$ cat src/rtl/md5_main.sv
// md5_main: MD5 compression core, one step per clock, chaining state kept across blocks
module md5_main (
  input  logic         in_clk,
  input  logic         rst_n,
  input  logic         start_cope,
  input  logic         start_block,
  input  logic [511:0] copedata,
  output logic         copefinish,
  output logic [127:0] MD5code,
  input  logic         over
);
  typedef enum logic [1:0] {IDLE, ROUND, DONE} state_t;
  localparam logic [127:0] IV = {32'h67452301, 32'hefcdab89, 32'h98badcfe, 32'h10325476};
  localparam logic [31:0] K_TAB [0:63] = '{
    32'hd76aa478, 32'he8c7b756, 32'h242070db, 32'hc1bdceee,
    32'hf57c0faf, 32'h4787c62a, 32'ha8304613, 32'hfd469501,
    32'h698098d8, 32'h8b44f7af, 32'hffff5bb1, 32'h895cd7be,
    32'h6b901122, 32'hfd987193, 32'ha679438e, 32'h49b40821,
    32'hf61e2562, 32'hc040b340, 32'h265e5a51, 32'he9b6c7aa,
    32'hd62f105d, 32'h02441453, 32'hd8a1e681, 32'he7d3fbc8,
    32'h21e1cde6, 32'hc33707d6, 32'hf4d50d87, 32'h455a14ed,
    32'ha9e3e905, 32'hfcefa3f8, 32'h676f02d9, 32'h8d2a4c8a,
    32'hfffa3942, 32'h8771f681, 32'h6d9d6122, 32'hfde5380c,
    32'ha4beea44, 32'h4bdecfa9, 32'hf6bb4b60, 32'hbebfbc70,
    32'h289b7ec6, 32'heaa127fa, 32'hd4ef3085, 32'h04881d05,
    32'hd9d4d039, 32'he6db99e5, 32'h1fa27cf8, 32'hc4ac5665,
    32'hf4292244, 32'h432aff97, 32'hab9423a7, 32'hfc93a039,
    32'h655b59c3, 32'h8f0ccc92, 32'hffeff47d, 32'h85845dd1,
    32'h6fa87e4f, 32'hfe2ce6e0, 32'ha3014314, 32'h4e0811a1,
    32'hf7537e82, 32'hbd3af235, 32'h2ad7d2bb, 32'heb86d391
  };
  // shift amounts indexed by {quarter, step mod 4}
  localparam logic [4:0] S_TAB [0:15] = '{
    5'd7, 5'd12, 5'd17, 5'd22, 5'd5, 5'd9, 5'd14, 5'd20,
    5'd4, 5'd11, 5'd16, 5'd23, 5'd6, 5'd10, 5'd15, 5'd21
  };
  state_t state, state_nx;
  logic [5:0] cnt;
  logic [31:0] a, b, c, d;
  logic [127:0] base, h;
  logic [511:0] blk;
  logic [1:0] q;
  logic [3:0] g;
  logic [4:0] s;
  logic [31:0] f, m, sum, rot, tmp;
  function automatic logic [31:0] bswap(input logic [31:0] x);
    return {x[7:0], x[15:8], x[23:16], x[31:24]};
  endfunction
  // state register
  always_ff @(posedge in_clk or negedge rst_n)
    if (!rst_n) state <= IDLE;
    else state <= state_nx;
  // next state: start only from idle when no digest capture is requested
  always_comb begin
    state_nx = state;
    if (state == IDLE) state_nx = (start_block && !over) ? ROUND : IDLE;
    else if (state == ROUND) state_nx = (cnt == 6'd63) ? DONE : ROUND;
    else state_nx = IDLE;
  end
  // one MD5 step: round function, message word select and rotate
  always_comb begin
    q = cnt[5:4];
    f = q == 2'd0 ? (b & c) | (~b & d) :
        q == 2'd1 ? (d & b) | (~d & c) :
        q == 2'd2 ? b ^ c ^ d : c ^ (b | ~d);
    g = q == 2'd0 ? cnt[3:0] :
        q == 2'd1 ? cnt[3:0] * 4'd5 + 4'd1 :
        q == 2'd2 ? cnt[3:0] * 4'd3 + 4'd5 : cnt[3:0] * 4'd7;
    s = S_TAB[{q, cnt[1:0]}];
    m = blk[32*g +: 32];
    sum = a + f + K_TAB[cnt] + m;
    rot = (sum << s) | (sum >> (6'd32 - {1'b0, s}));
    tmp = b + rot;
  end
  // datapath: block latch, working variables, chaining state, digest capture
  always_ff @(posedge in_clk or negedge rst_n)
    if (!rst_n) begin
      cnt <= '0;
      {a, b, c, d} <= '0;
      base <= '0;
      h <= IV;
      blk <= '0;
      copefinish <= 1'b0;
      MD5code <= '0;
    end else begin
      copefinish <= state == DONE;
      if (state == IDLE && over)
        MD5code <= {bswap(h[127:96]), bswap(h[95:64]), bswap(h[63:32]), bswap(h[31:0])};
      if (state == IDLE && start_block && !over) begin
        blk <= copedata;
        base <= start_cope ? IV : h;
        {a, b, c, d} <= start_cope ? IV : h;
        cnt <= '0;
      end
      if (state == ROUND) begin
        {a, b, c, d} <= {d, tmp, b, c};
        cnt <= cnt + 6'd1;
      end
      if (state == DONE)
        h <= {base[127:96] + a, base[95:64] + b, base[63:32] + c, base[31:0] + d};
    end
endmodule

$ cat config.mk
export PLATFORM = sky130hd
export DESIGN_NAME = md5_main
export DESIGN_NICKNAME = d
export VERILOG_FILES = /design/src/rtl/md5_main.sv
export SDC_FILE = /design/constraint.sdc
export NUM_CORES = 2
export LEC_CHECK = 0
export ABC_AREA = 0
export BUFFER_PORTS_ARGS = -buffer_cell sky130_fd_sc_hd__buf_2
export CAP_MARGIN = 20
export CORE_UTILIZATION = 60
export DETAILED_ROUTE_END_ITERATION = 16
export PLACE_DENSITY_LB_ADDON = 0.1
export SLEW_MARGIN = 10
export SYNTH_ARGS = -nofsm -noshare
export SYNTH_HDL_FRONTEND = slang
export SYNTH_SLANG_ARGS = --single-unit
$ cat constraint.sdc
create_clock -name in_clk -period 13.6 [get_ports in_clk]
set_input_delay 2.72 -clock in_clk [delete_from_list [all_inputs] [get_ports in_clk]]
set_output_delay 2.72 -clock in_clk [all_outputs]
set_load 0.01 [all_outputs]
==> impl_metrics.csv <==
group,metric,value,unit
critical_path,reg2reg_slack,1.59,ns
routing,wl_per_cell,26.29,um
sta,rsz0062_at_grt,"no",
sta,slew_headroom,0.1293,
floorplan,dieArea,103300,um^2
min_path,hp-class,"flop to flop",
synth,synth-edff-count,0,
sta,hold_violations,0,
global_routing,grt_overflow,0,
synth,synth_cells,6816,
routing,via_per_inst,6.362,
floorplan,num_rows,116,
floorplan,die_w,321.4,um
clock_tree,ctsLongestPathBuffers,3,
synth,synth_seq_area_share,0.4237,
routing,dr.pass1.iters,10,
floorplan,coreArea,100600,um^2
critical_path,slowest_delay,0.87,ns
critical_path,endpoint_kind,"flop",
sta,finClkSkew,0.05041,ns
clock_tree,root_buffer,"clkbuf_16",
critical_path,cp.arrival,12.55,ns
placed_design,routabilityCongestion,1.051,
critical_path,cp_common_cell,"a21oi_1",
global_routing,grt_pass1_wl,340300,um
sta,layout_min_cycle_time,12.01,ns
sta,max_freq,83.27,MHz
floorplan,dieHeight,321.4,um
synth,netlist_area,61190,um^2
routing,detail-route-antenna-nets,0,
synth,synth_cell_types,95,
routing,drt_iter0_drc,5981,
synth,ys_ff_latch,1033,
critical_path,crit_fanout,26,
routing,num_vias,55650,
critical_path,critPathLaunchType,"flop",
clock_tree,clock_latency,0.75,ns
outcome,status,"complete, no violations",
floorplan,start_util,0.6084,
floorplan,ioPinCount,646,
sta,maxSlewViolCount,0,
clock_tree,postCtsSetupRepairBufs,0,
sta,setup_viol,0,
placed_design,portBuffers,645,
clock_tree,cts_tree,"built",
global_routing,grt_start_max_net_pins,217,
cells_and_area,layout-drive-gt1-share,0.1918,
clock_tree,postCtsResizedCells,0,
flow_run,maxCapViolations,0,
clock_tree,cts_hold_buf,0,
cells_and_area,nFillCells,7630,
synth,synthesis.nets,7629,
sta,post-route-period-util,0.8830,
synth,ys.flop_type,"dfrtp_1",
clock_tree,clock-sinks,1033,
sta,tightest_slew,1.306,ns
critical_path,required,14.14,ns
synth,postSynthAreaPerCell,8.978,um^2
cells_and_area,fin_nets,8098,
global_routing,first_global_vias,54470,
global_routing,grtUsageTotal,0.4424,
critical_path,setup.worst_path.class,"flop to flop",
synth,async_flop_share,1.000,
placed_design,dp_hpwl,170100,um
routing,drc,0,
global_routing,antenna_found_initial,25,
clock_tree,htree_levels,3,
sta,fin_tns_setup,0,ns
clock_tree,numCtsBuffers,108,
clock_tree,clkSlewWorstSetupHoldPaths,0.07,ns
critical_path,crit_slowest_cell,"mux4_4",
routing,wirelength,230000,um
cells_and_area,synthToLayoutAreaGrowth,13.95,%
synth,yosysWarnings,0,
-- layout make-up --
class                   instances  area (um^2)  area share
repair buffers                766         4292     0.06154
flip-flops and latches       1033        25940      0.3720
inverters                     151        568.0    0.008146
multi-input cells            5225        33240      0.4767
well taps                    1357         1698     0.02435
clock buffers                 133         2947     0.04226
diodes                         15        37.54   0.0005383
clock inverters                68         1008     0.01446
-- logic make-up after synthesis --
logic type / count (synthesis) / synth area share
flops: 1033 / 0.4237
buf+inv: 558 / 0.03484
xor+xnor: 197 / 0.02820
compound gates: 1503 / 0.1603
mux: 403 / 0.09736
fa+ha+maj: 296 / 0.06935
simple gates: 2826 / 0.1862
-- cell usage in the layout, fill, tap and decap left out, types with 20 or more instances in the layout --
master	count
a22o_1	45
clkinv_2	25
o21ai_0	449
a221o_1	58
clkbuf_16	108
nand3_1	55
mux2i_1	94
o211ai_1	41
o31ai_1	27
a21o_1	146
ha_1	224
buf_2	644
dfstp_2	64
inv_1	147
o221ai_1	24
nor2b_1	20
and3_1	21
a21oi_1	296
nand2b_1	46
nand2_1	2101
a22oi_1	62
a211oi_1	92
a31oi_1	48
o21bai_1	26
dfrtp_1	965
mux2_2	172
mux4_2	134
xor2_1	73
nor2_1	378
xnor2_1	120
buf_4	110
fa_1	72
o21a_1	30
or2_2	40
nor3_1	68
bufinv_16	20
-- critical path, delay by kind of cell, from the launching register on --
family / cells / cell delay, ns
buf+inv: 9 / 1.53
simple gates: 2 / 0.22
flops: 1 / 0.63
compound gates: 21 / 4.56
mux: 5 / 2.05
fa+ha+maj: 6 / 2.60
xor+xnor: 1 / 0.16
-- flip-flops by register name (all words and copies together), names as in the netlist --
| register | count |
|---|---|
| state | 2 |
| h | 128 |
| c | 32 |
| base | 128 |
| cnt | 6 |
| blk | 512 |
| copefinish | 1 |
| d | 32 |
| a | 32 |
| b | 32 |
| MD5code | 128 |
-- Yosys cell counts, drive strengths merged (10+ instances only) --
cell type	count	area share
xnor2	123	0.018
o21a	30	0.0037
dfstp	64	0.027
or3	20	0.0021
a211o	14	0.0020
inv	148	0.0091
a2111oi	10	0.0017
and2	16	0.0016
o21ai	453	0.037
mux4	136	0.050
nor2	382	0.024
nor3b	12	0.0016
a22o	45	0.0064
o311ai	12	0.0017
mux2	172	0.032
o21bai	26	0.0032
or2	41	0.0042
a221oi	15	0.0021
a21boi	11	0.0013
a31oi	48	0.0049
ha	224	0.046
o22a	11	0.0016
o221ai	24	0.0034
clkbuf	339	0.021
a211oi	93	0.011
and3	21	0.0021
buf	68	0.0048
a21o	146	0.018
dfrtp	969	0.40
nand4	13	0.0013
nand3	55	0.0045
nand2	2101	0.13
nor3	69	0.0057
xor2	74	0.011
mux2i	95	0.016
a22oi	62	0.0076
fa	72	0.024
nand2b	47	0.0048
a21oi	298	0.025
nor2b	22	0.0023
o22ai	13	0.0013
o31ai	27	0.0033
a221o	58	0.0095
o211ai	42	0.0052
-- per-stage QoR --
stage | setup slack [ns] | instance area (um^2) | instances | utilization | hold slack [ns]
5_1_grt | 0.8825 | 69720 | 8742 | 0.6931 | 0.4848
3_3_place_gp | 2.059 | 65680 | 8529 | 0.6530 | 0.4527
2_1_floorplan | 1.860 | 61190 | 6816 | - | 0.4373
6_report | 1.591 | 69730 | 8748 | 0.6933 | 0.4718
4_1_cts | 1.730 | 69640 | 8730 | 0.6924 | 0.4727
3_5_place_dp | 1.823 | 65680 | 8529 | 0.6530 | 0.4577
-- final timing paths --
kind                                      startpoint                 endpoint  cells after the start
min in group asynchronous                      rst_n  MD5code[76]$_DFFE_PN0P_                      1
worst max-delay path              cnt[0]$_DFFE_PN0P_        b[31]$_DFFE_PN0P_                     44
worst max register to register    cnt[0]$_DFFE_PN0P_        b[31]$_DFFE_PN0P_                     44
max in group asynchronous                      rst_n       cnt[5]$_DFFE_PN0P_                      3
worst min register to register  blk[481]$_DFFE_PN0P_     blk[481]$_DFFE_PN0P_                      2
worst min-delay path            blk[481]$_DFFE_PN0P_     blk[481]$_DFFE_PN0P_                      2
-- layer usage --
metal	global-route usage	part of all wire	wire [um]
met3	0.09596	0.094	21590
met1	0.5440	0.37	84450
met4	0.3272	0.085	19620
met5	0	0.00035	80
met2	0.6885	0.45	104300
Power is not shown: default switching activity piles up to over one toggle a cycle in this logic, so the estimate is an artifact.
